[config.mk]
export PLATFORM = sky130hd
export DESIGN_NAME = jk_stim_driver_flat
export DESIGN_NICKNAME = d
export VERILOG_FILES = /design/src/rtl/jk_stim_driver_pkg.sv /design/src/rtl/jk_stim_driver_if.sv /design/src/rtl/jk_excite_comb.sv /design/src/rtl/jk_stim_driver.sv /design/src/flat_wrapper.sv
export SDC_FILE = /design/constraint.sdc
export NUM_CORES = 1
export LEC_CHECK = 0
export BUFFER_PORTS_ARGS = -buffer_cell sky130_fd_sc_hd__buf_2
export CORE_MARGIN = 2
export CORE_UTILIZATION = 53
export CTS_CLUSTER_SIZE = 20
export DETAILED_ROUTE_END_ITERATION = 12
export PLACE_DENSITY = 0.77
export SYNTH_ARGS = -nofsm -noshare
export SYNTH_HDL_FRONTEND = slang
export SYNTH_HIERARCHICAL = 1
export SYNTH_SLANG_ARGS = --single-unit
[constraint.sdc]
create_clock -name clk -period 1.95 [get_ports clk]
set_clock_uncertainty 0.05 [all_clocks]
set_input_delay 0.195 -clock clk [delete_from_list [all_inputs] [get_ports clk]]
set_output_delay 0.195 -clock clk [all_outputs]
set_load 0.05 [all_outputs]
[src/rtl/jk_stim_driver_pkg.sv]
// Shared types and the JK excitation table used by the driver and its checker model.
package jk_stim_driver_pkg;

  typedef enum logic [2:0] {
    StInit0   = 3'd0,
    StInitChk = 3'd1,
    StIdle    = 3'd2,
    StDrive   = 3'd3,
    StCheck   = 3'd4
  } jk_state_e;

  // Returns {j, k} that moves a JK flop from state s to state t; fill goes on the don't-care.
  function automatic logic [1:0] jk_excite(input logic s, input logic t, input logic fill);
    return s ? {fill, ~t} : {t, fill};
  endfunction

endpackage

[src/rtl/jk_stim_driver_if.sv]
// Target-bit handshake between a pattern source (master) and the stimulus driver (slave).
interface jk_stim_driver_if;
  logic tgt_valid;
  logic tgt_bit;
  logic tgt_ready;

  modport master (output tgt_valid, output tgt_bit, input tgt_ready);
  modport slave  (input tgt_valid, input tgt_bit, output tgt_ready);
endinterface

[src/rtl/jk_excite_comb.sv]
// Pure combinational excitation: current tracked q and wanted q -> {j, k}.
module jk_excite_comb
  import jk_stim_driver_pkg::*;
#(
  parameter bit DC_FILL = 1'b0
) (
  input  logic       track,
  input  logic       tgt,
  output logic [1:0] jk
);

  // Table lookup only; registered by the caller.
  always_comb begin
    jk = jk_excite(track, tgt, DC_FILL);
  end

endmodule

[src/rtl/jk_stim_driver.sv]
// Drives j/k onto an external JK flop so its q follows a stream of target bits,
// reads q back one cycle later and counts mismatches.
module jk_stim_driver
  import jk_stim_driver_pkg::*;
#(
  parameter int unsigned CNT_W   = 8,
  parameter bit          DC_FILL = 1'b0
) (
  input  logic             clk,
  input  logic             rst_n,
  jk_stim_driver_if.slave  tgt,
  input  logic             clr_err,
  input  logic             jk_q,
  output logic             jk_j,
  output logic             jk_k,
  output logic             init_done,
  output logic             busy,
  output logic             err_flag,
  output logic [CNT_W-1:0] mism_cnt
);

  localparam logic [CNT_W-1:0] CntMax = '1;

  jk_state_e        state_q;
  logic             exp_q, track_q;
  logic             j_q, k_q, ready_q, busy_q, init_done_q, err_q;
  logic [CNT_W-1:0] cnt_q, cnt_d, cnt_base;
  logic             err_d, mismatch;
  logic [1:0]       exc;

  jk_excite_comb #(
    .DC_FILL (DC_FILL)
  ) u_excite (
    .track (track_q),
    .tgt   (tgt.tgt_bit),
    .jk    (exc)
  );

  // Compare readback; written as if/else so an unknown q falls into the mismatch branch.
  always_comb begin
    mismatch = 1'b0;
    if (state_q == StInitChk) begin
      if (jk_q == 1'b0) mismatch = 1'b0;
      else              mismatch = 1'b1;
    end else if (state_q == StCheck) begin
      if (jk_q == exp_q) mismatch = 1'b0;
      else               mismatch = 1'b1;
    end
  end

  // Saturating counter next state; a mismatch coinciding with clear survives as a count of 1.
  always_comb begin
    cnt_base = clr_err ? '0 : cnt_q;
    cnt_d    = cnt_base;
    if (mismatch && (cnt_base != CntMax)) cnt_d = cnt_base + CNT_W'(1);
    err_d = mismatch | (err_q & ~clr_err);
  end

  // Error counter and sticky flag.
  always_ff @(posedge clk or negedge rst_n) begin
    if (!rst_n) begin
      cnt_q <= '0;
      err_q <= 1'b0;
    end else begin
      cnt_q <= cnt_d;
      err_q <= err_d;
    end
  end

  // Main FSM with registered outputs; j/k default to hold (0/0).
  always_ff @(posedge clk or negedge rst_n) begin
    if (!rst_n) begin
      state_q     <= StInit0;
      j_q         <= 1'b0;
      k_q         <= 1'b1;
      ready_q     <= 1'b0;
      busy_q      <= 1'b1;
      init_done_q <= 1'b0;
      exp_q       <= 1'b0;
      track_q     <= 1'b0;
    end else begin
      j_q <= 1'b0;
      k_q <= 1'b0;
      case (state_q)
        StInit0: state_q <= StInitChk;
        StInitChk: begin
          if (!mismatch) begin
            init_done_q <= 1'b1;
            track_q     <= 1'b0;
            ready_q     <= 1'b1;
            busy_q      <= 1'b0;
            state_q     <= StIdle;
          end else begin
            k_q     <= 1'b1;
            state_q <= StInit0;
          end
        end
        StIdle: begin
          if (tgt.tgt_valid && ready_q) begin
            exp_q      <= tgt.tgt_bit;
            {j_q, k_q} <= exc;
            ready_q    <= 1'b0;
            busy_q     <= 1'b1;
            state_q    <= StDrive;
          end
        end
        StDrive: state_q <= StCheck;
        StCheck: begin
          // On mismatch q is the complement of the target; resync to it.
          if (mismatch) track_q <= ~exp_q;
          else          track_q <= exp_q;
          ready_q <= 1'b1;
          busy_q  <= 1'b0;
          state_q <= StIdle;
        end
        default: begin
          k_q     <= 1'b1;
          ready_q <= 1'b0;
          busy_q  <= 1'b1;
          state_q <= StInit0;
        end
      endcase
    end
  end

  assign tgt.tgt_ready = ready_q;
  assign jk_j          = j_q;
  assign jk_k          = k_q;
  assign init_done     = init_done_q;
  assign busy          = busy_q;
  assign err_flag      = err_q;
  assign mism_cnt      = cnt_q;

endmodule

[src/flat_wrapper.sv]
// flat-port wrapper written by rule: the top's interface ports become plain ports
module jk_stim_driver_flat import jk_stim_driver_pkg::*;
#(
  parameter int unsigned CNT_W   = 8,
  parameter bit          DC_FILL = 1'b0
)
  (clk, rst_n, clr_err, jk_q, jk_j, jk_k, init_done, busy, err_flag, mism_cnt, tgt_tgt_valid, tgt_tgt_bit, tgt_tgt_ready);
  jk_stim_driver_if tgt_i ();
  input  logic clk;
  input  logic rst_n;
  input  logic clr_err;
  input  logic jk_q;
  output logic jk_j;
  output logic jk_k;
  output logic init_done;
  output logic busy;
  output logic err_flag;
  output logic [CNT_W-1:0] mism_cnt;
  input wire logic [$bits(tgt_i.tgt_valid)-1:0] tgt_tgt_valid;
  input wire logic [$bits(tgt_i.tgt_bit)-1:0] tgt_tgt_bit;
  output wire logic [$bits(tgt_i.tgt_ready)-1:0] tgt_tgt_ready;
  assign tgt_i.tgt_valid = tgt_tgt_valid;
  assign tgt_i.tgt_bit = tgt_tgt_bit;
  assign tgt_tgt_ready = tgt_i.tgt_ready;
  jk_stim_driver #(.CNT_W(CNT_W), .DC_FILL(DC_FILL)) u_core (.clk(clk), .rst_n(rst_n), .tgt(tgt_i), .clr_err(clr_err), .jk_q(jk_q), .jk_j(jk_j), .jk_k(jk_k), .init_done(init_done), .busy(busy), .err_flag(err_flag), .mism_cnt(mism_cnt));
endmodule
# [Yosys cells after proc, flatten, opt, wreduce, memory -nomap -nowiden]
# Index checks and enable logic that the tools add are counted.
[classes] n_eq_ne=8 mux=23 addsub=1 bitwise_logic=7 reduce_logical=10
[op_table] cell="2-to-1 mux 8 bit" count=2
[op_table] cell="case mux 3 bit (5 select lines)" count=1
[op_table] cell="2-to-1 mux 1 bit" count=13
[op_table] cell="adder 8 x 1 -> 8 bit, second input constant" count=1
[op_table] cell="inequality test 8 bit, second input constant" count=1
[op_table] cell="case mux 1 bit (4 select lines)" count=2
[op_table] cell="equality test 3 x 2 -> 1 bit, second input constant" count=2
[op_table] cell="AND reduction 2 bit" count=3
[op_table] cell="inverter 1 bit" count=5
[op_table] cell="2-to-1 mux 2 bit" count=2
[op_table] cell="equality test 3 x 1 -> 1 bit, second input constant" count=1
[op_table] cell="equality test 3 bit, second input constant" count=1
[op_table] cell="logical NOT 3 bit" count=1
[op_table] cell="2-to-1 mux 3 bit" count=1
[op_table] cell="case mux 1 bit (3 select lines)" count=1
[op_table] cell="AND reduction 3 bit" count=1
[op_table] cell="OR reduction 3 bit" count=1
[op_table] cell="logical AND 1 bit" count=2
[op_table] cell="inequality test 2 x 1 -> 1 bit, second input constant" count=1
[op_table] cell="inequality test 2 bit, second input constant" count=1
[op_table] cell="case mux 1 bit (2 select lines)" count=1
[op_table] cell="nonzero test 2 bit" count=1
[op_table] cell="OR reduction 2 bit" count=1
[op_table] cell="bitwise AND 1 bit" count=1
[op_table] cell="other kinds (2)" count=2
[totals] register_bits=19 input_bits=6

# [Depth between registers and ports, before layout]
# Gate-level depths: netlist of the first run.
[logic_depth] ltp_word=6 depth_mapped=7 mapped_depth_nobuf=6

# [Cells and area by module]
# The synthesis of the first run kept the hierarchy.
[by_module_without_submodules] mod="jk_stim_driver" instances=1 area_each_um2=1011.0 cells_each=100 seq_area_each_um2=478.0
[by_module_without_submodules] mod="jk_excite_comb" instances=1 area_each_um2=15.0 cells_each=2 seq_area_each_um2=0.0

# [Worst setup path before layout of the first run]
# OpenSTA, ideal clock, no wires.
[synth_timing] path_kind="flip-flop to flip-flop" start="register u_core.cnt_q[0], in the netlist u_core/mism_cnt[0]" end="register u_core.cnt_q[1], in the netlist u_core/mism_cnt[1]" arrival_ns=1.851 t_required_ns=1.775 period_less_slack_ns=2.026 stages_incl_launch_ff=6 path_slack_ns=-0.076 setup_ns=0.125 path_cell_list="dfrtp_1 nor2b_1 ha_1 nand4b_1 o211ai_1 mux2_2"
[synth_between] elab_chain_cells=4
[synth_lines] item="start: declaration" line="jk_stim_driver.sv:27" rtl="logic [CNT_W-1:0] cnt_q, cnt_d, cnt_base;"
[synth_lines] item="start signal: assignment" line="jk_stim_driver.sv:65" rtl="cnt_q <= cnt_d;"
[synth_lines] item="2-to-1 mux 8 bit *" line="jk_stim_driver.sv:53" rtl="cnt_base = clr_err ? '0 : cnt_q;"
[synth_lines] item="parallel branches: the longest is 2 deep, another holds adder 8 x 1 -> 8 bit"
[synth_lines] item="2-to-1 mux 8 bit *" line="jk_stim_driver.sv:55" rtl="if (mismatch && (cnt_base != CntMax)) cnt_d = cnt_base + CNT_W'(1);"
[synth_lines] item="named net u_core.cnt_d[1]" line="jk_stim_driver.sv:27"
# Mark *: on every way through the listed nets, which the timed path passes.
# A chain may end at the register's enable or synchronous reset.

# [Worst setup path after layout of the first run]
# Same ends and word-level chain as after synthesis.

==> results of run 1 <==
worst min path at each step:
stage | startpoint | endpoint | slack (ns) | cells past startpoint
final | tgt_tgt_bit | u_core/exp_q | 0.12 | 2
after global routing | tgt_tgt_bit | u_core/exp_q | 0.12 | 2
after CTS | tgt_tgt_bit | u_core/exp_q | 0.11 | 2
after detailed placement | rst_n | u_core/init_done | 0.11 | 1
after global placement | rst_n | u_core/init_done | 0.10 | 1
after floorplan | rst_n | u_core/err_flag | -0.15 | 0
layout make-up:
type                       instances  area [sq um]  area share
clock buffer                       3          22.5      0.0188
clock inverter                     1          5.00     0.00417
inverter                           5          18.8      0.0156
multi-input combinational         74           507       0.422
sequential                        19           480       0.400
tap                               25          31.3      0.0261
timing repair buffer              24           135       0.113
state kept, by name, summed over array words and instances (netlist names):
register,cells
u_core/init_done,1
u_core/tgt.tgt_ready,1
u_core/exp_q,1
u_core/jk_j,1
u_core/jk_k,1
u_core/state_q,3
u_core/err_flag,1
u_core/track_q,1
u_core/mism_cnt,8
u_core/busy,1
through the flow:
stage	power, mW	util	instance area, sq um	hold WS [ns]	setup slack (ns)
detailed placement	1.26	0.659	1160	0.106	0.151
global placement	1.25	0.659	1160	0.102	0.194
finish	1.46	0.680	1200	0.115	0.102
global route	1.57	0.680	1200	0.123	0.0439
floorplan	1.11	-	1030	-0.151	0.0556
CTS	1.46	0.680	1200	0.108	0.128
cells by family after synthesis:
| kind of cell | after synthesis | share of synthesized area |
|---|---|---|
| AO/OA/AOI/OAI | 20 | 0.115 |
| XOR/XNOR | 3 | 0.0256 |
| adder cells (fa/ha/maj) | 1 | 0.0122 |
| buffers and inverters | 9 | 0.0402 |
| flip-flops | 19 | 0.466 |
| multiplexers | 6 | 0.0683 |
| AND/OR/NAND/NOR | 44 | 0.273 |
per-layer routing:
metal	GRT usage	wire length (um)	part of all wire
met4	0.114	21	0.010
met5	0	0	0
met1	0.310	982	0.49
met3	0.0415	91	0.045
met2	0.301	924	0.46
power by group:
group / switching (mW) / internal, mW / total, mW
registers: 0.0902 / 0.505 / 0.595
clock network: 0.125 / 0.0765 / 0.201
logic: 0.419 / 0.245 / 0.664
total: 0.634 / 0.827 / 1.46
cell usage in the layout (no fill, tap or decap), types with 2 or more instances in the layout:
master     synthesis  routed
inv_1              5       5
nor2b_1            6       6
clkbuf_4           0       3
nand4b_1           2       2
xnor2_1            2       2
nand2b_1           4       4
buf_4              0       4
nor2_1             7       7
nand4bb_1          2       2
mux2_2             4       4
dfstp_2            2       2
nor4_1             2       2
dfrtp_2            0       2
dfrtp_1           17      15
buf_2              0      19
nand2_1            4       4
nand4_1            3       3
nand3_1            3       3
a21oi_1           11      11
o21ai_0            3       3
==> impl_metrics.json, run 1 <==
{
  "startpoint_type": "flop",
  "slew-limit-headroom": 0.669,
  "grt_pass1_wl_mm": 3.37,
  "grt_overflow": 0,
  "routed_wl_mm": 2.02,
  "ant_nets": 0,
  "crit_path_max_incr_delay_ns": 0.38,
  "grt_max_degree": 20,
  "rrSetupSlack_ns": 0.10,
  "grtUsageTotal": 0.214,
  "synth_edf_count": 0,
  "max_freq_mhz": 541,
  "synth_top_cell_area_share": 0.415,
  "antenna_found_initial": 0,
  "worstSetupEndpointType": "flop",
  "fin_crit_sh": 0.948,
  "drt-pass1-iter-count": 4,
  "die_y_um": 48.0,
  "start_util": 0.582,
  "finalHoldViolCount": 0,
  "synthArstFlopShare": 1.00,
  "rows": 15,
  "ys.flop_type": "dfrtp_1",
  "worst_pin_slew_ns": 0.491,
  "crit_required_ns": 2.10,
  "synth_common_cells": "dfrtp_1 (17), a21oi_1 (11), nor2_1 (7)",
  "hold_path_class": "input port to flop",
  "drv_slew": 0,
  "worstPathMaxFanout": 4,
  "worstSetupPathType": "flop to flop",
  "antenna_cells": 0,
  "crit_buf_inv": 0,
  "cts_tree": "yes",
  "grt_pass1_vias": 778,
  "layout_min_cycle_time_ns": 1.85,
  "area_growth_pct": 17.0,
  "die_w_um": 48.0,
  "cp-startpoint": "u_core/mism_cnt[0]",
  "fill_cells": 157,
  "yosysWarnings": 6,
  "yosysTopAreaCell": "dfrtp_1",
  "setup_tns_ns": 0,
  "avgSynthCellArea_sq_um": 10.1,
  "wl_per_cell_um": 13.4,
  "fin_cells": 151,
  "htree_levels": 1,
  "critical_path.endpoint": "u_core/mism_cnt[1]",
  "ys_types": 39,
  "io_buffers": 19,
  "dp.cells": 146,
  "cp.depth": 5,
  "core_sq_um": 1760,
  "crit_slowest_cell": "dfrtp_2",
  "synth_area_leaders": "dfrtp_1 (41%), a21oi_1 (5.4%), dfstp_2 (5.1%)",
  "rsz0062_at_grt": "false",
  "hpwl_mm": 1.49,
  "clkLatencyLatePin_ns": 0.30,
  "vias_per_cell": 5.68,
  "outcome": "finished clean",
  "syn_nets": 109,
  "cts.sinks": 19,
  "dr.first_iter.drc_count": 31,
  "syn_inst": 102,
  "r2r-end": "u_core/mism_cnt[1]",
  "ios": 20,
  "clk_pin_slew_ns": 0.11,
  "syn_area_sq_um": 1030,
  "ys_ff_latch": 19,
  "post_cts_resized": 0,
  "layout-drive-gt1-share": 0.310,
  "setup_viol": 0,
  "worstReg2RegStart": "u_core/mism_cnt[0]",
  "dieArea_sq_um": 2300,
  "p_per_area_nw_per_um2": 1220,
  "cts_made_buffers": 3,
  "p_leak_nw": 0.555,
  "clockRootBuffer": "clkbuf_4",
  "clock_path_buffers": 2,
  "layout.nets": 134,
  "route.detailed.drc": 0,
  "ir_worst_vdd_v": 0.000977,
  "drv_cap": 0,
  "cts_hold_buffers": 1,
  "yosysMostFrequentCell": "dfrtp_1",
  "post_cts_buffers": 0,
  "crit_chain": "nor2b_1, ha_1, nand4b_1, o211ai_1, mux2_2",
  "vias": 858,
  "yosysSeqAreaShare": 0.466,
  "path_delay_family": "flip-flops",
  "cp.arrival_ns": 2.00,
  "ff2ff_path_depth": 5,
  "gp_congestion": 0.867
}
(Power assumes the default switching activity.)
==> run 2: changes to the inputs <==
- ABC_AREA: not set -> 1
- CORE_UTILIZATION: 53 -> 54
- PLACE_DENSITY: 0.77 -> 0.78
==> run 2 against run 1 <==
Effect of this change: clock power shrank 2%; sequential share of layout area shrank 2.0 points; core utilization shrank 3.3 points; highest routed layer unchanged.
==> impl_metrics.json, run 2 <==
{
  "rows": 16,
  "grt_pass1_wl_mm": 3.50,
  "yosysTopAreaCell": "dfrtp_1",
  "dieArea_sq_um": 2400,
  "path_common_cell": "nand2_1",
  "fin_hold_ws_ns": 0.129,
  "max_freq_mhz": 606,
  "antenna_found_initial": 0,
  "synth_edf_count": 0,
  "crit_path_max_incr_delay_ns": 0.39,
  "syn_inst": 146,
  "wl_per_cell_um": 10.4,
  "crit_required_ns": 2.08,
  "grt_overflow": 0,
  "post_cts_buffers": 0,
  "ys_ff_latch": 19,
  "layout_min_cycle_time_ns": 1.65,
  "largest_reg_flops": 8,
  "finalHoldViolCount": 0,
  "cts_hold_buffers": 1,
  "grtUsageTotal": 0.190,
  "ir_worst_vdd_v": 0.000962,
  "clockRootBuffer": "clkbuf_4",
  "crit_chain": "inv_1, nor2_1, ha_1, nand2_1, nor2_4, nand3_2, nand2_4, inv_6, nand2_2, nand2_1",
  "synthArstFlopShare": 1.00,
  "fill_cells": 173,
  "core_sq_um": 1940,
  "grt_pass1_vias": 836,
  "mostFrequentLayoutCells": "nand2_1 (52), buf_2 (19), inv_1 (17), dfrtp_1 (17), nand2_2 (15)",
  "setup_ws_ns": 0.300,
  "yosysWarnings": 6,
  "path_delay_family": "simple AND/OR/NAND/NOR gates",
  "mostFrequentLayoutCell": "nand2_1",
  "synth_area_leaders": "dfrtp_1 (39%), nand2_1 (18%), nand2_2 (8.6%)",
  "place_area_sq_um": 1220,
  "clock_path_buffers": 2,
  "avgSynthCellArea_sq_um": 7.47,
  "hold_path_class": "input port to flop",
  "post_cts_resized": 0,
  "vias_per_cell": 4.75,
  "route.detailed.drc": 0,
  "yosysMostFrequentCell": "nand2_1",
  "grt_max_degree": 20,
  "area_growth_pct": 15.1,
  "cts_tree": "yes",
  "slew-limit-headroom": 0.726,
  "syn_area_sq_um": 1090,
  "worstPathMaxFanout": 9,
  "ff_latch_area_sq_um": 478,
  "p_per_area_nw_per_um2": 1130,
  "yosysSeqAreaShare": 0.438,
  "fin_util": 0.647,
  "rsz0062_at_grt": "false",
  "synth_top_cell_area_share": 0.390,
  "cp.arrival_ns": 1.78,
  "design_area_sq_um": 1260,
  "synth_common_cells": "nand2_1 (52), dfrtp_1 (17), inv_1 (17)",
  "clk_pin_slew_ns": 0.11,
  "worst_pin_slew_ns": 0.410,
  "hpwl_mm": 1.59,
  "setup_tns_ns": 0,
  "cts.sinks": 19,
  "ios": 20,
  "drt-pass1-iter-count": 4,
  "worstSetupPathType": "flop to flop",
  "layout-drive-gt1-share": 0.312,
  "drv_slew": 0,
  "crit_buf_inv": 2,
  "vias": 935,
  "antenna_cells": 0,
  "htree_levels": 1,
  "crit_slowest_cell": "dfrtp_1",
  "io_buffers": 19,
  "dpl_worst_slack_ns": 0.259,
  "startpoint_type": "flop",
  "die_y_um": 49.0,
  "die_w_um": 49.0,
  "setup_viol": 0,
  "worstSetupEndpointType": "flop",
  "outcome": "finished clean",
  "fin_crit_sh": 0.846,
  "layout.nets": 178,
  "ys_types": 23,
  "gp_congestion": 0.846,
  "ant_nets": 0,
  "dr.first_iter.drc_count": 19,
  "cts_made_buffers": 3,
  "p_leak_nw": 0.773,
  "multi_input_area_sq_um": 519,
  "syn_nets": 153,
  "ys.flop_type": "dfrtp_1",
  "start_util": 0.562,
  "drv_cap": 0,
  "routed_wl_mm": 2.05,
  "clkLatencyLatePin_ns": 0.29
}
==> run 2: final cells by class <==
cell class / instances / share of cell area
Inverter: 23 / 0.0747
Timing Repair Buffer: 20 / 0.0837
Sequential cell: 19 / 0.380
Tap cell: 27 / 0.0269
Clock buffer: 4 / 0.0209
Multi-Input combinational cell: 104 / 0.413
==> run 2: logic make-up after synthesis <==
group                      count (synthesis)  share of synthesized area
DFF                                       19                      0.438
and+or+nand+nor                           98                      0.435
buffers and inverters                     23                     0.0860
adders and majority gates                  1                     0.0115
AOI/OAI and AO/OA                          3                     0.0137
xor gates and xnor gates                   2                     0.0161
==> run 2: where the power goes <==
part           leakage (nW)  internal, mW  switching, mW
Clock                0.0150        0.0794          0.116
Sequential            0.242         0.504         0.0664
Combinational         0.517         0.172          0.479
==> run 2: final timing paths <==
| check | startpoint | to | slack, ns | cells after the start |
|---|---|---|---|---|
| max in group asynchronous | rst_n | u_core/busy | 1.21 | 2 |
| max reg2reg | u_core/mism_cnt[1] | u_core/mism_cnt[0] | 0.30 | 10 |
| min reg2reg | u_core/busy | u_core/busy | 0.42 | 2 |
| max | u_core/mism_cnt[1] | u_core/mism_cnt[0] | 0.30 | 10 |
| min | tgt_tgt_bit | u_core/jk_k | 0.13 | 4 |
| min in group asynchronous | rst_n | u_core/track_q | 0.31 | 2 |
==> run 2: through the flow <==
step,power (mW),std cells
floorplan,1.09,146
global placement,1.21,192
global route,1.53,197
CTS,1.43,197
detailed placement,1.23,192
finish,1.42,197
==> run 2: worst reg2reg max path: cells and delay by family (launching register included) <==
kind | cells | cell delay [ns]
adders and majority gates | 1 | 0.25
buffers and inverters | 2 | 0.12
DFF | 1 | 0.39
and+or+nand+nor | 7 | 0.74
==> run 2: per-layer routing <==
| metal | wire [um] | track usage | up-vias |
|---|---|---|---|
| met5 | 0 | 0 | - |
| met4 | 29 | 0.0810 | 0 |
| met3 | 58 | 0.0368 | 4 |
| met2 | 942 | 0.306 | 14 |
| met1 | 1020 | 0.250 | 421 |
| li1 | - | - | 496 |
==> run 3: changes to the inputs <==
- ABC_AREA: 1 -> 0
- CORE_UTILIZATION: 54 -> 48
- PLACE_DENSITY: 0.78 -> 0.74
- clock period: 1.95 -> 1.3 ns (I/O delays scaled with it)
==> run 3 against run 2 <==
Effect of this change: the flow now finishes with violations (setup timing); global-route usage increased by 2.4 points; first-iteration DRC count increased by 5.3%; critical endpoint is now u_core/mism_cnt[5]; total power increased by 98%.
==> impl_metrics.json, run 3 (synthesis gave the netlist of run 1 again) <==
{
  "outcome": "finished, violations left",
  "violations": "setup timing",
  "fin_crit_sh": 1.35,
  "gp_congestion": 0.859,
  "worstSetupEndpointType": "flop",
  "drt-pass1-iter-count": 4,
  "cts.sinks": 19,
  "dr.first_iter.drc_count": 20,
  "htree_levels": 1,
  "drv_slew": 0,
  "area_growth_pct": 53.5,
  "slew-limit-headroom": 0.701,
  "place_area_sq_um": 1340,
  "antenna_found_initial": 0,
  "grt_overflow": 0,
  "largest_reg_flops": 8,
  "setup_ws_ns": -0.461,
  "design_area_sq_um": 1580,
  "ant_nets": 0,
  "fin_hold_ws_ns": 0.0264,
  "ios": 20,
  "crit_slowest_cell": "or4_4",
  "grtUsageTotal": 0.214,
  "routed_wl_mm": 2.76,
  "setup_viol": 12,
  "worstSetupPathType": "flop to flop",
  "drv_cap": 0,
  "crit_required_ns": 1.46,
  "start_util": 0.518,
  "vias_per_cell": 5.40,
  "layout-drive-gt1-share": 0.595,
  "layout_min_cycle_time_ns": 1.76,
  "routed-wl-met3_um": 89,
  "grt_pass1_vias": 910,
  "mostFrequentLayoutCell": "buf_4",
  "mostFrequentLayoutCells": "buf_4 (29), buf_2 (17), dfrtp_1 (10)",
  "grt_pass1_wl_mm": 4.10,
  "worstPathMaxFanout": 3,
  "grt_max_degree": 20,
  "hold_path_class": "input port to flop",
  "cts_tree": "yes",
  "ir_worst_vdd_v": 0.00153,
  "io_buffers": 19,
  "worst_pin_slew_ns": 0.448,
  "route.detailed.drc": 0,
  "layout.nets": 161,
  "cts_made_buffers": 3,
  "clkLatencyLatePin_ns": 0.31,
  "hpwl_mm": 1.75,
  "die_y_um": 50.2,
  "clk_pin_slew_ns": 0.13,
  "vias": 972,
  "clock_path_buffers": 2,
  "rows": 16,
  "wl_met1_mm": 1.23,
  "finalHoldViolCount": 0,
  "rsz0062_at_grt": "true",
  "dieArea_sq_um": 2520,
  "startpoint_type": "flop",
  "p_leak_nw": 0.722,
  "p_per_area_nw_per_um2": 1780,
  "cp.arrival_ns": 1.92,
  "rrSetupSlack_ns": -0.46,
  "clockRootBuffer": "clkbuf_4",
  "dpl_worst_slack_ns": -0.452,
  "max_freq_mhz": 568,
  "wl_met2_mm": 1.42,
  "core_sq_um": 1980,
  "antenna_cells": 0,
  "crit_path_max_incr_delay_ns": 0.48,
  "dr.max_layer_used": "met4",
  "wl_per_cell_um": 15.3,
  "die_w_um": 50.2,
  "crit_chain": "nand4bb_1, and3_4, or4_4, mux2_4"
}
==> run 3: path summary, 6_finish.rpt <==
kind | startpoint | end | cells after the start
setup / recovery | u_core/state_q[0] | u_core/mism_cnt[5] | 4
hold / removal | tgt_tgt_bit | u_core/exp_q | 2
setup reg to reg | u_core/state_q[0] | u_core/mism_cnt[5] | 4
hold reg to reg | u_core/init_done | u_core/init_done | 2
max in group asynchronous | rst_n | u_core/mism_cnt[4] | 2
min in group asynchronous | rst_n | u_core/jk_j | 2
==> run 3: power breakdown <==
part           internal, mW  switching (mW)  leakage (nW)  total [mW]
clock                 0.115           0.206        0.0177       0.321
combinational         0.731           0.873         0.473        1.60
sequential            0.761           0.115         0.231       0.877
total                  1.61            1.19         0.722        2.80
==> run 3: through the flow <==
stage / instances / power [mW] / utilization / setup TNS, ns
2_1_floorplan: 102 / 1.70 / - / -2.32
3_3_place_gp: 165 / 2.04 / 0.674 / -1.97
3_5_place_dp: 165 / 2.09 / 0.674 / -2.41
4_1_cts: 176 / 2.55 / 0.736 / -2.55
5_1_grt: 180 / 2.95 / 0.795 / -3.89
6_report: 180 / 2.80 / 0.795 / -2.99
==> run 3: final cells by class <==
| type | instances | area [sq um] |
|---|---|---|
| inverters | 5 | 18.8 |
| repair buffers | 51 | 358 |
| flip-flops and latches | 19 | 487 |
| multi-input cells | 74 | 651 |
| clock buffers | 3 | 22.5 |
| well taps | 27 | 33.8 |
| clock inverters | 1 | 5.00 |
| fillers | 125 | 407 |
==> run 3: metal layers <==
| metal | track usage | vias to the layer above |
|---|---|---|
| li1 | - | 470 |
| met1 | 0.281 | 479 |
| met2 | 0.366 | 21 |
| met3 | 0.0357 | 2 |
| met4 | 0.0509 | 0 |
| met5 | 0 | - |
==> run 3: critical path, delay by kind of cell (launching register included) <==
| family | cells | cell delay (ns) |
|---|---|---|
| flops | 1 | 0.42 |
| simple gates | 3 | 0.89 |
| mux | 1 | 0.31 |
==> run 3: what timing repair did <==
| action | in CTS | in global routing |
|---|---|---|
| setup buffers | 6 | 5 |
| resized for setup | 8 | 23 |
| endpoints found under the setup margin | 11 | 18 |
| endpoints found under the hold margin | 17 | 0 |
| hold buffers | 1 | 0 |
| pin swaps | 8 | 6 |
